### src/rtl/fringe_pkg.sv
// Shared constants, arm-state encoding and small helpers for the fringe
// projection frame sequencer and its divider.
package fringe_pkg;

   localparam int          FRAME_MAX  = 480;
   localparam int          N_STEPS    = 8;
   localparam int          STEP_BITS  = $clog2(N_STEPS);
   localparam logic [15:0] FRAME_LAST = 16'(FRAME_MAX - 1);
   localparam logic [31:0] PINC_BASE  = 32'd536870912;

   // 2^30: twice the 2^29 numerator, so the extra quotient bit gives rounding
   localparam logic [30:0] DIV_DIVIDEND = 31'h4000_0000;

   typedef enum logic [1:0] {
      IDLE = 2'b11,
      ARM1 = 2'b10,
      ARM2 = 2'b01,
      LIVE = 2'b00
   } arm_state_t;

   // Period index for a frame number: one period lasts N_STEPS frames
   function automatic logic [6:0] period_index(input logic [15:0] idx);
      return 7'(idx >> STEP_BITS) + 7'd1;
   endfunction

   // Phase offset of step co: co * 2^32 / N_STEPS
   function automatic logic [31:0] step_offset(input logic [2:0] co);
      return 32'(co) << (32 - STEP_BITS);
   endfunction

endpackage

### src/rtl/seq_divider.sv
// Restoring divider producing round(2^29 / divisor) as floor((2^30/d + 1)/2).
// One quotient bit per clock; a start while busy restarts with the new divisor.
module seq_divider
   import fringe_pkg::*;
(
   input  logic        clk_25,
   input  logic        reset_n,
   input  logic        start,
   input  logic [6:0]  divisor,
   output logic        busy,
   output logic        done,
   output logic [31:0] quotient
);

   logic [30:0] dvd_reg;
   logic [30:0] q_reg;
   logic [6:0]  rem_reg;
   logic [6:0]  dsr_reg;
   logic [4:0]  cnt_reg;
   logic        busy_reg;
   logic        done_reg;
   logic [31:0] quot_reg;

   logic [7:0]  trial;
   logic        fits;
   logic [6:0]  rem_next;
   logic [30:0] q_next;

   // One restoring step: shift in the next dividend bit, subtract if it fits
   always_comb begin
      trial    = {rem_reg, dvd_reg[30]};
      fits     = (trial >= {1'b0, dsr_reg});
      rem_next = fits ? 7'(trial - {1'b0, dsr_reg}) : trial[6:0];
      q_next   = {q_reg[29:0], fits};
   end

   // Iteration state; the rounded result and a one-cycle done land after the 31st step
   always_ff @(posedge clk_25 or negedge reset_n) begin
      if (!reset_n) begin
         dvd_reg  <= '0;
         q_reg    <= '0;
         rem_reg  <= '0;
         dsr_reg  <= 7'd1;
         cnt_reg  <= '0;
         busy_reg <= 1'b0;
         done_reg <= 1'b0;
         quot_reg <= PINC_BASE;
      end else begin
         done_reg <= 1'b0;
         if (start) begin
            dvd_reg  <= DIV_DIVIDEND;
            q_reg    <= '0;
            rem_reg  <= '0;
            dsr_reg  <= divisor;
            cnt_reg  <= 5'd31;
            busy_reg <= 1'b1;
         end else if (busy_reg) begin
            dvd_reg <= {dvd_reg[29:0], 1'b0};
            q_reg   <= q_next;
            rem_reg <= rem_next;
            cnt_reg <= cnt_reg - 5'd1;
            if (cnt_reg == 5'd1) begin
               busy_reg <= 1'b0;
               done_reg <= 1'b1;
               quot_reg <= ({1'b0, q_next} + 32'd1) >> 1;
            end
         end
      end
   end

   assign busy     = busy_reg;
   assign done     = done_reg;
   assign quotient = quot_reg;

endmodule

### src/rtl/fringe_sequencer.sv
// Frame sequencer feeding the row-rate cosine DDS: per frame it derives the
// phase step and period, divides out the phase increment, commits increment
// and offset together, and gates the camera trigger once armed.
module fringe_sequencer
   import fringe_pkg::*;
(
   input  logic        clk_25,
   input  logic        reset_n,
   input  logic        vga_vs,
   input  logic        sync_in_1,
   input  logic        sync_in_2,
   output logic [31:0] phase_inc,
   output logic [31:0] poff,
   output logic [15:0] frame_idx,
   output logic [2:0]  co_n,
   output logic [6:0]  co_k,
   output logic        params_vld,
   output logic        cam_trig,
   output logic        seq_active
);

   logic [1:0]  async_in;
   logic [1:0]  sync_vec;
   logic        s1;
   logic        s2;
   logic        vs_reg;
   logic        vs_fall;
   logic        count_en;
   arm_state_t  state_reg;
   arm_state_t  state_next;
   logic [15:0] frame_idx_reg;
   logic [15:0] frame_idx_next;
   logic        frame_upd_reg;
   logic        div_start_reg;
   logic [2:0]  co_n_reg;
   logic [6:0]  co_k_reg;
   logic [31:0] phase_inc_reg;
   logic [31:0] poff_reg;
   logic        params_vld_reg;
   logic        div_busy;
   logic        div_done;
   logic [31:0] div_quotient;
   logic        commit_en;

   assign async_in = {sync_in_2, sync_in_1};

   genvar gi;
   generate
      for (gi = 0; gi < 2; gi++) begin : g_sync
         logic meta_reg;
         logic sync_reg;
         // Two-flop synchroniser for one asynchronous camera handshake
         always_ff @(posedge clk_25 or negedge reset_n) begin
            if (!reset_n) begin
               meta_reg <= 1'b0;
               sync_reg <= 1'b0;
            end else begin
               meta_reg <= async_in[gi];
               sync_reg <= meta_reg;
            end
         end
         assign sync_vec[gi] = sync_reg;
      end
   endgenerate

   assign s1 = sync_vec[0];
   assign s2 = sync_vec[1];

   // Delayed copy of vertical sync for edge detection and the trigger gate
   always_ff @(posedge clk_25 or negedge reset_n) begin
      if (!reset_n) vs_reg <= 1'b0;
      else          vs_reg <= vga_vs;
   end

   assign vs_fall  = vs_reg & ~vga_vs;
   assign count_en = vs_fall & s1 & s2 & (state_reg != IDLE);

   // Arm state register
   always_ff @(posedge clk_25 or negedge reset_n) begin
      if (!reset_n) state_reg <= IDLE;
      else          state_reg <= state_next;
   end

   // Arm sequencing: losing trigger-enable always drops back to IDLE
   always_comb begin
      state_next = state_reg;
      if (!s1) begin
         state_next = IDLE;
      end else if (vs_fall) begin
         unique case (state_reg)
            IDLE:    state_next = ARM1;
            ARM1:    state_next = s2 ? ARM2 : ARM1;
            ARM2:    state_next = s2 ? LIVE : ARM2;
            default: state_next = LIVE;
         endcase
      end
   end

   // Next frame number: cleared while disabled, wraps at the sequence length
   always_comb begin
      frame_idx_next = frame_idx_reg;
      if (!s1) begin
         frame_idx_next = '0;
      end else if (count_en) begin
         frame_idx_next = (frame_idx_reg == FRAME_LAST) ? 16'd0 : frame_idx_reg + 16'd1;
      end
   end

   // Frame counter
   always_ff @(posedge clk_25 or negedge reset_n) begin
      if (!reset_n) frame_idx_reg <= '0;
      else          frame_idx_reg <= frame_idx_next;
   end

   // Step/period derivation one cycle after a count, then kick the divider
   always_ff @(posedge clk_25 or negedge reset_n) begin
      if (!reset_n) begin
         frame_upd_reg <= 1'b0;
         div_start_reg <= 1'b0;
         co_n_reg      <= '0;
         co_k_reg      <= 7'd1;
      end else begin
         frame_upd_reg <= count_en;
         div_start_reg <= frame_upd_reg;
         if (frame_upd_reg) begin
            co_n_reg <= frame_idx_reg[STEP_BITS-1:0];
            co_k_reg <= period_index(frame_idx_reg);
         end
      end
   end

   seq_divider u_div (
      .clk_25   (clk_25),
      .reset_n  (reset_n),
      .start    (div_start_reg),
      .divisor  (co_k_reg),
      .busy     (div_busy),
      .done     (div_done),
      .quotient (div_quotient)
   );

   // A result superseded by a fresh start is never committed
   assign commit_en = div_done & ~div_busy & ~div_start_reg;

   // Increment and offset change in the same cycle so the DDS never sees a split pair
   always_ff @(posedge clk_25 or negedge reset_n) begin
      if (!reset_n) begin
         phase_inc_reg  <= PINC_BASE;
         poff_reg       <= '0;
         params_vld_reg <= 1'b0;
      end else begin
         params_vld_reg <= commit_en;
         if (commit_en) begin
            phase_inc_reg <= div_quotient;
            poff_reg      <= step_offset(co_n_reg);
         end
      end
   end

   assign phase_inc  = phase_inc_reg;
   assign poff       = poff_reg;
   assign frame_idx  = frame_idx_reg;
   assign co_n       = co_n_reg;
   assign co_k       = co_k_reg;
   assign params_vld = params_vld_reg;
   assign cam_trig   = (state_reg == LIVE) & vs_reg;
   assign seq_active = (state_reg != IDLE);

endmodule

### config.mk
export PLATFORM = sky130hd
export DESIGN_NAME = fringe_sequencer
export DESIGN_NICKNAME = d
export VERILOG_FILES = /design/src/rtl/fringe_pkg.sv /design/src/rtl/seq_divider.sv /design/src/rtl/fringe_sequencer.sv
export SDC_FILE = /design/constraint.sdc
export NUM_CORES = 1
export LEC_CHECK = 0
export CAP_MARGIN = 20
export CORE_ASPECT_RATIO = 1.1
export CORE_MARGIN = 4
export CORE_UTILIZATION = 34
export DETAILED_ROUTE_END_ITERATION = 6
export PLACE_DENSITY = 0.6
export SLEW_MARGIN = 10
export SYNTH_ARGS = -nofsm -noshare
export SYNTH_HDL_FRONTEND = slang
export SYNTH_SLANG_ARGS = --single-unit
### constraint.sdc
create_clock -name clk_25 -period 7.7 [get_ports clk_25]
set_clock_uncertainty 0.2 [all_clocks]
set_input_delay 1.925 -clock clk_25 [delete_from_list [all_inputs] [get_ports clk_25]]
set_output_delay 1.925 -clock clk_25 [all_outputs]
set_load 0.02 [all_outputs]
# == Word level (Yosys, flattened, before mapping) ==
# Cells that the tools add are included.
# classes
n_eq_ne,8
bitwise_logic,10
n_lt_le_gt_ge,1
n_reduce_logical,3
add_sub_neg,5
n_mux,23
# op_table
operator,count
$mux W31,2
$mux W30,2
$mux W16,3
$add A31 B1 Y32 const B,1
$mux W7,3
$add A16 B1 Y16 const B,1
$eq A16 B9 Y1 const B,1
$mux W5,2
$ge A8 B7 Y1,1
$add A7 B1 Y7 const B,1
$and A1 B1 Y1,7
$mux W1,7
$sub A7 B7 Y7,1
$mux W2,3
$ne A2 B2 Y1 const B,3
$pmux W2 S3,1
$eq A5 B1 Y1 const B,1
$sub A5 B1 Y5 const B,1
$eq A2 B2 Y1 const B,2
$not A1 Y1,3
$reduce_and A3 Y1,1
$eq A2 B1 Y1 const B,1
$logic_not A2 Y1,1
$reduce_bool A2 Y1,1
# word_totals
word_cells,72
in_bits,5
reg_bits,183

# == Depth between registers and ports, before layout ==
# Gate-level depths: netlist of the first run.
# logic_depth
word_depth,7
mapped_depth,13

# == Modules after synthesis ==
# Synthesis of the first run repeated with hierarchy kept, for this count alone.
# hier_totals
cells_unflattened,713
area_unflattened_um2,7559.8
# modules_own_cells
mod,cells_per_inst,seq_area_each_um2,instances,area_per_inst_um2
seq_divider,456,2079.5,1,4365.4
fringe_sequencer,257,1781.7,1,3194.3

# == Least setup slack after synthesis of the first run ==
# No wires, ideal clock.
# synth_path
kind,in2reg
startpoint,input vga_vs
endpoint,"register frame_idx_reg[8], in the netlist frame_idx[8]"
slack_ns,4.528
cell_stages,6
t_required_ns,7.435
n_path_buf,1
t_arrival_ns,2.906
cell_sequence,nand3b_1 -> nor3_1 -> nand2b_1 -> buf_2 -> nor4_1 -> o22a_1
# synth_via
elab_chain_len,6
# synth_lines
item,line_no,text
"start, declared",fringe_sequencer.sv:9,"input logic vga_vs,"
$not A1 Y1,fringe_sequencer.sv:75,assign vs_fall = vs_reg & ~vga_vs;
$and A1 B1 Y1,fringe_sequencer.sv:75,
$and A1 B1 Y1 (3 in a row),fringe_sequencer.sv:76,assign count_en = vs_fall & s1 & s2 & (state_reg != IDLE);
net count_en,fringe_sequencer.sv:28,logic count_en;
$ne A2 B2 Y1 (no source line),--,
"end signal, assigned",fringe_sequencer.sv:112,else frame_idx_reg <= frame_idx_next;
"end, declared",fringe_sequencer.sv:31,logic [15:0] frame_idx_reg;
# The timed path passes the listed nets, and every way through them passes these cells.
# A chain may end at the register's enable or synchronous reset.

# == Worst setup path in the final report of the first run ==
# layout_path
startpoint,register state_reg[1]
endpoint,output seq_active
# layout_via
elab_chain_len,1
# layout_lines
item,line_no,text
"start, declared",fringe_sequencer.sv:29,arm_state_t state_reg;
"start signal, assigned",fringe_sequencer.sv:81,else state_reg <= state_next;
$ne A2 B2 Y1,fringe_sequencer.sv:167,assign seq_active = (state_reg != IDLE);
"end, declared",fringe_sequencer.sv:19,output logic seq_active
# Every way passes these cells.

==> qor.yml, run 1 <==
timing:
  slew_headroom_pct: 39.48
  timing.setup.tns_ns: 0
  maxSlewViolCount: 0
  worst-slew-pin-transition_ns: 0.8996
  setup_viol: 0
  post-route-worst-setup-slack_ns: 3.745
  period_share_pct: 51.37
  rsz_0062_raised_after_global_routing: "no"
  maxClockFrequency_mhz: 252.8
  finalWorstPathRequiredPeriod_ns: 3.955
  hold_viol: 0
worst_setup_path:
  cp_slowest_cell: "dfstp_2"
  crit_chain: "and2_1, inv_1, clkdlybuf4s50_1"
  regToRegEndpoint: "u_div.quotient[27]"
  critical_path_required_ns: 5.58
  reg2reg_slack_ns: 4.07
  worstRegToRegCells: 12
  cp-end-kind: "primary output"
  launch_point_of_the_worst_reg_to_reg_path: "u_div.dvd_reg[30]"
  crit_type: "flop to primary output"
  path_max_fanout: 5
  critical_path_arrival_ns: 1.83
  startpoint_type: "flop"
  slowest_delay_ns: 0.56
worst_hold_path:
  worst_hold_path.endpoint: "g_sync[1].sync_reg"
  hold_path.class: "flop to flop"
  hold_depth: 0
  hold_crit_start: "g_sync[1].meta_reg"
global_routing:
  globalRoute.totalOverflow: 0
  first_global_vias: 5087
  grt_use_met1_pct: 18.05
  grt.busiest_layer: "met2"
  grt_max_degree: 100
  grt.met2_usage_pct: 20.33
  groute.usage.overall_pct: 13.00
  grt_pass1_wl_um: 25950
  use_met3_pct: 2.969
  grt_antenna_before_repair: 0
synthesis:
  synth-seq-area-share_pct: 51.33
  post_synth_arst_share_pct: 100.0
  synth_largest_area_cell: "dfrtp_1"
  synth.most_common_cell: "dfrtp_1"
  synth_top_area_share_pct: 49.22
  synth_ff_type: "dfrtp_1"
  synth_top_cells_by_count: "147 x dfrtp_1, 72 x nor2_1, 68 x nand2_1"
  syn_area_per_cell_um2: 10.47
  synth_top_cells_by_area: "dfrtp_1 49%, mux2_2 5.9%, mux2i_1 4.8%"
  synth.distinct_cells: 59
  ys.warnings.count: 0
  syn-instance-count: 714
  postSynthRegisterBits: 153
  synthesis.area_um2: 7473
  synth_enable_flop_cells: 0
die:
  rows: 56
  initial_core_util_pct: 34.74
  dieArea_um2: 24420
  fp.coreArea_um2: 21510
  die_h_um: 163.5
  die_width_um: 149.4
  boundaryPins: 98
drt:
  drtIter0Drc: 288
  via_per_inst: 4.783
  final_antenna_net_count: 0
  drt-wirelength-per-cell_um: 14.21
  final_wirelength_um: 15240
  drc_errors: 0
  detailedRoute.firstPassIterationCount: 5
  route.vias.total: 5127
placed_design:
  dp_hpwl_um: 10380
  place.port_buffers: 67
  place.gp.congestion: 0.8167
  total_instance_count_after_detailed_placement: 1040
  placement.setup.worst_slack_ns: 3.862
clock_network:
  ctsResizeCount: 0
  clock_tree.root_cell: "clkbuf_16"
  postCtsHoldBufs: 0
  worst_skew_pair.late_latency_ns: 0.42
  cts.sink_count: 153
  tritoncts: "built"
  cts_setup_buffers: 0
  clock_tree.htree_level_count: 4
  numCtsBuffers: 17
  cts-root-to-sink-buffers: 2
  clock_pin_slew_worst_setup_and_hold_paths_ns: 0.06
run_status:
  run_status: "completed"
power:
  maximum_ir_drop_on_the_vdd_rail_v: 0.0001613
  power.share.switching_pct: 33.53
  netsw_mw: 0.8258
  pwr-share-comb_pct: 25.7
  power.sequential.fraction_pct: 41.6
  clkPwrFrac_pct: 32.7
  power_report.internal_total_mw: 1.637
  power-per-cell-area_nw_per_um2: 278.5
  p_leak_nw: 3.849
job:
  max_cap_viol_count: 0
finish:
  final-instance-count-excl-fill: 1072
  num_antenna_cells: 0
  area_growth_pct: 18.33
  fillCellCount: 2140
  utilization_pct: 41.11
  drive_above_1_share_pct: 11.64
  nets: 787
==> layer usage <==
metal	vias to the layer above	share of wire [%]
li1	2545	-
met2	104	47
met3	6	3.6
met5	-	0
met4	0	0.60
met1	2472	49
==> layout by cell type (no fill, tap or decap), drive strengths merged, types with 8 or more instances in the layout <==
cell type / Yosys / layout
and3: 9 / 9
a31oi: 13 / 13
nand4: 14 / 14
o21ai: 37 / 37
a311oi: 8 / 8
nor2: 72 / 72
ha: 12 / 12
nand3: 20 / 20
clkdlybuf4s50: 0 / 66
nor4: 9 / 9
clkbuf: 25 / 18
nand2: 68 / 68
inv: 26 / 31
mux2: 39 / 39
mux2i: 36 / 36
conb: 1 / 30
a21oi: 8 / 8
dfrtp: 147 / 147
nor3: 11 / 11
and2: 8 / 8
nand2b: 11 / 11
xor2: 9 / 9
xnor2: 27 / 27
==> cell type report <==
class,count,area (um2),share of cell area (%)
Multi-Input combinational cell,498,3262,36.88
Inverter,27,101.3,1.146
Tap cell,290,362.8,4.103
Clock inverter,14,141.4,1.599
Timing Repair Buffer,72,709.4,8.022
Sequential cell,153,3837,43.39
Clock buffer,18,429.2,4.853
==> worst max-delay path by stage <==
| stage | from | endpoint | depth (start not counted) | slack [ns] |
|---|---|---|---|---|
| floorplan | vga_vs | frame_idx[8] | 6 | 4.53 |
| global placement | vga_vs | frame_idx[8] | 6 | 3.91 |
| detailed placement | vga_vs | frame_idx[8] | 6 | 3.86 |
| CTS | state_reg[1] | seq_active | 3 | 3.73 |
| global route | state_reg[0] | seq_active | 3 | 3.64 |
| finish | state_reg[1] | seq_active | 3 | 3.74 |
==> metrics by stage <==
step / area [um2] / total power, mW / hold WS [ns]
6_report: 8843 / 2.463 / 0.1482
3_5_place_dp: 8273 / 1.672 / 0.1381
3_3_place_gp: 8273 / 1.663 / 0.1339
2_1_floorplan: 7582 / 1.512 / 0.1312
4_1_cts: 8843 / 2.489 / 0.1522
5_1_grt: 8843 / 2.625 / 0.1568
==> power by group through the flow <==
stage	Sequential [mW]	Clock, mW	Combinational (mW)
after floorplan	1.02	0	0.492
after global placement	1.04	0	0.628
after detailed placement	1.04	0	0.635
after CTS	1.02	0.826	0.639
after global routing	1.04	0.868	0.716
final	1.02	0.805	0.634
==> logic make-up (layout without fill, tap and decap cells) <==
logic type	after synthesis	count (layout)	synth area share, %
simple gates	250	250	16.62
flops	153	153	51.33
compound gates	94	94	8.237
buf+inv	92	131	6.563
mux	75	75	10.70
xor+xnor	36	36	4.219
fa+ha+maj	13	13	2.277
other cells	1	30	0.05018
==> worst max-delay path: cells and delay by family (launching register included) <==
kind / cells / cell delay, ns
flops: 1 / 0.56
simple gates: 1 / 0.22
buf+inv: 2 / 0.63
Note: power is estimated with default switching activity, not from simulation.
==> run 2: changes to the inputs <==
--- a/config.mk
+++ b/config.mk
@@ -10,7 +10,7 @@
 export CORE_MARGIN = 4
 export CORE_UTILIZATION = 34
 export DETAILED_ROUTE_END_ITERATION = 6
-export PLACE_DENSITY = 0.6
+export PLACE_DENSITY = 0.62
 export SLEW_MARGIN = 10
 export SYNTH_ARGS = -nofsm -noshare
 export SYNTH_HDL_FRONTEND = slang
==> constraint.sdc (replaced) <==
create_clock -name clk_25 -period 3.3 [get_ports clk_25]
set_clock_uncertainty 0.2 [all_clocks]
set_input_delay 0.825 -clock clk_25 [delete_from_list [all_inputs] [get_ports clk_25]]
set_output_delay 0.825 -clock clk_25 [all_outputs]
set_load 0.02 [all_outputs]
==> qor.yml, run 2 (synthesis results as in run 1) <==
power:
  power.share.switching_pct: 32.62
  power_report.internal_total_mw: 4.003
  clkPwrFrac_pct: 34.3
  p_leak_nw: 3.945
  maximum_ir_drop_on_the_vdd_rail_v: 0.0003737
  netsw_mw: 1.938
  pwr-share-comb_pct: 25.3
  power.sequential.fraction_pct: 40.4
  power-per-cell-area_nw_per_um2: 660.0
global_routing:
  grt_max_degree: 74
  groute.usage.overall_pct: 13.30
  globalRoute.totalOverflow: 0
  first_global_vias: 5180
  grt_pass1_wl_um: 26240
  grt_antenna_before_repair: 0
die:
  boundaryPins: 98
  rows: 56
  fp.coreArea_um2: 21510
  initial_core_util_pct: 34.74
  die_h_um: 163.5
  dieArea_um2: 24420
  die_width_um: 149.4
drt:
  drc_errors: 0
  route.vias.total: 5286
  final_antenna_net_count: 0
  final_wirelength_um: 15720
  detailedRoute.firstPassIterationCount: 4
  drtIter0Drc: 298
  drt-wirelength-per-cell_um: 14.51
  via_per_inst: 4.876
worst_setup_path:
  startpoint_type: "flop"
  path_max_fanout: 7
  critical_path_arrival_ns: 3.17
  critical_path_required_ns: 3.39
  crit_type: "flop to flop"
  cp_num_buf_inv: 3
  path_delay_family: "adder cells"
  regToRegEndpoint: "u_div.quotient[25]"
  cp-end-kind: "flop"
  crit_chain: "inv_1, ha_1, fa_1, nand2b_1, a211o_1, and3_1, inv_2, ha_1, nand4_1, buf_4, nor4_1, xnor2_1, o21ai_0"
  reg2reg_slack_ns: 0.22
  worstRegToRegCells: 13
  launch_point_of_the_worst_reg_to_reg_path: "u_div.dvd_reg[30]"
  slowest_delay_ns: 0.42
  cp_slowest_cell: "fa_1"
  critPathMostFrequentCell: "ha_1"
timing:
  rsz_0062_raised_after_global_routing: "no"
  setup_viol: 0
  post-route-worst-setup-slack_ns: 0.2197
  period_share_pct: 93.34
  slew_headroom_pct: 38.56
  maxSlewViolCount: 0
  finalWorstPathRequiredPeriod_ns: 3.080
  timing.setup.tns_ns: 0
  hold_viol: 0
  maxClockFrequency_mhz: 324.6
  worst-slew-pin-transition_ns: 0.9132
finish:
  area_growth_pct: 20.46
  num_antenna_cells: 0
  drive_above_1_share_pct: 13.22
  layout.cells.most_common: "dfrtp_1"
  layout_common_cells: "146 x dfrtp_1, 72 x nor2_1, 68 x nand2_1"
  nets: 799
clock_network:
  worst_skew_pair.late_latency_ns: 0.43
  cts-root-to-sink-buffers: 2
  cts.sink_count: 153
  tritoncts: "built"
  clock_tree.root_cell: "clkbuf_16"
  numCtsBuffers: 17
  clock_pin_slew_worst_setup_and_hold_paths_ns: 0.06
  clock_tree.htree_level_count: 4
placed_design:
  place.gp.congestion: 0.8064
  place.port_buffers: 67
  dp_hpwl_um: 10660
  placement.setup.worst_slack_ns: 0.2039
worst_hold_path:
  worst_hold_path.endpoint: "g_sync[1].sync_reg"
  hold_path.class: "flop to flop"
  hold_crit_start: "g_sync[1].meta_reg"
  hold_depth: 0
job:
  max_cap_viol_count: 0
run_status:
  run_status: "completed"
run 2: cell count changes in the layout (fill, tap and decap cells not counted), sizes merged:
| cell | before | now |
|---|---|---|
| inv | 31 | 34 |
| buf | 6 | 18 |
| clkinvlp | 3 | 0 |
| clkinv | 6 | 4 |
| bufinv | 1 | 3 |
run 2: worst max path at each step:
| stage | startpoint | to | slack (ns) | depth (start not counted) |
|---|---|---|---|---|
| final | u_div.dvd_reg[30] | u_div.quotient[25] | 0.22 | 13 |
| after detailed placement | u_div.dvd_reg[30] | u_div.quotient[25] | 0.20 | 12 |
| after CTS | u_div.dvd_reg[30] | u_div.quotient[27] | 0.11 | 12 |
| after floorplan | u_div.dvd_reg[30] | u_div.quotient[23] | 0.23 | 13 |
| after global routing | u_div.dvd_reg[30] | u_div.quotient[29] | 0.03 | 13 |
| after global placement | u_div.dvd_reg[30] | u_div.quotient[23] | 0.27 | 12 |
run 2: layout make-up:
type	instances	area, um2
multi-input cells	498	3274
flip-flops and latches	153	3837
clock inverters	14	185.2
clock buffers	18	429.2
repair buffers	84	812.0
well taps	290	362.8
fillers	2138	12510
inverters	27	101.3
run 2: power by group through the flow:
stage	Combinational, mW	Clock [mW]	Sequential [mW]
floorplan	1.15	0	2.38
global placement	1.48	0	2.43
detailed placement	1.51	0	2.43
CTS	1.52	2.09	2.40
global route	1.69	2.16	2.45
finish	1.50	2.04	2.40
run 2: per-layer routing:
layer | wire [um] | up-vias | GRT usage [%]
met5 | 0 | - | 0
met4 | 291 | 0 | 4.328
met3 | 666 | 21 | 3.246
met2 | 7363 | 129 | 20.72
met1 | 7402 | 2572 | 18.26
li1 | - | 2564 | -
run 2: per-stage QoR:
step           cell area [um2]  power (mW)  instances  hold WS [ns]  util [%]
6_report                  9002       5.941       1084        0.1523     41.85
3_5_place_dp              8368       3.938       1051        0.1365     38.90
4_1_cts                   8982       6.006       1083        0.1509     41.76
2_1_floorplan             7582       3.527        743        0.1312         -
5_1_grt                   9002       6.296       1084        0.1632     41.85
3_3_place_gp              8368       3.908       1051        0.1321     38.90
run 2: what timing repair did:
action,4_1_cts,5_1_grt
setup buffers,0,1
resized for setup,0,2
hold buffers,0,0
hold endpoints to repair,0,0
setup endpoints to repair,0,4
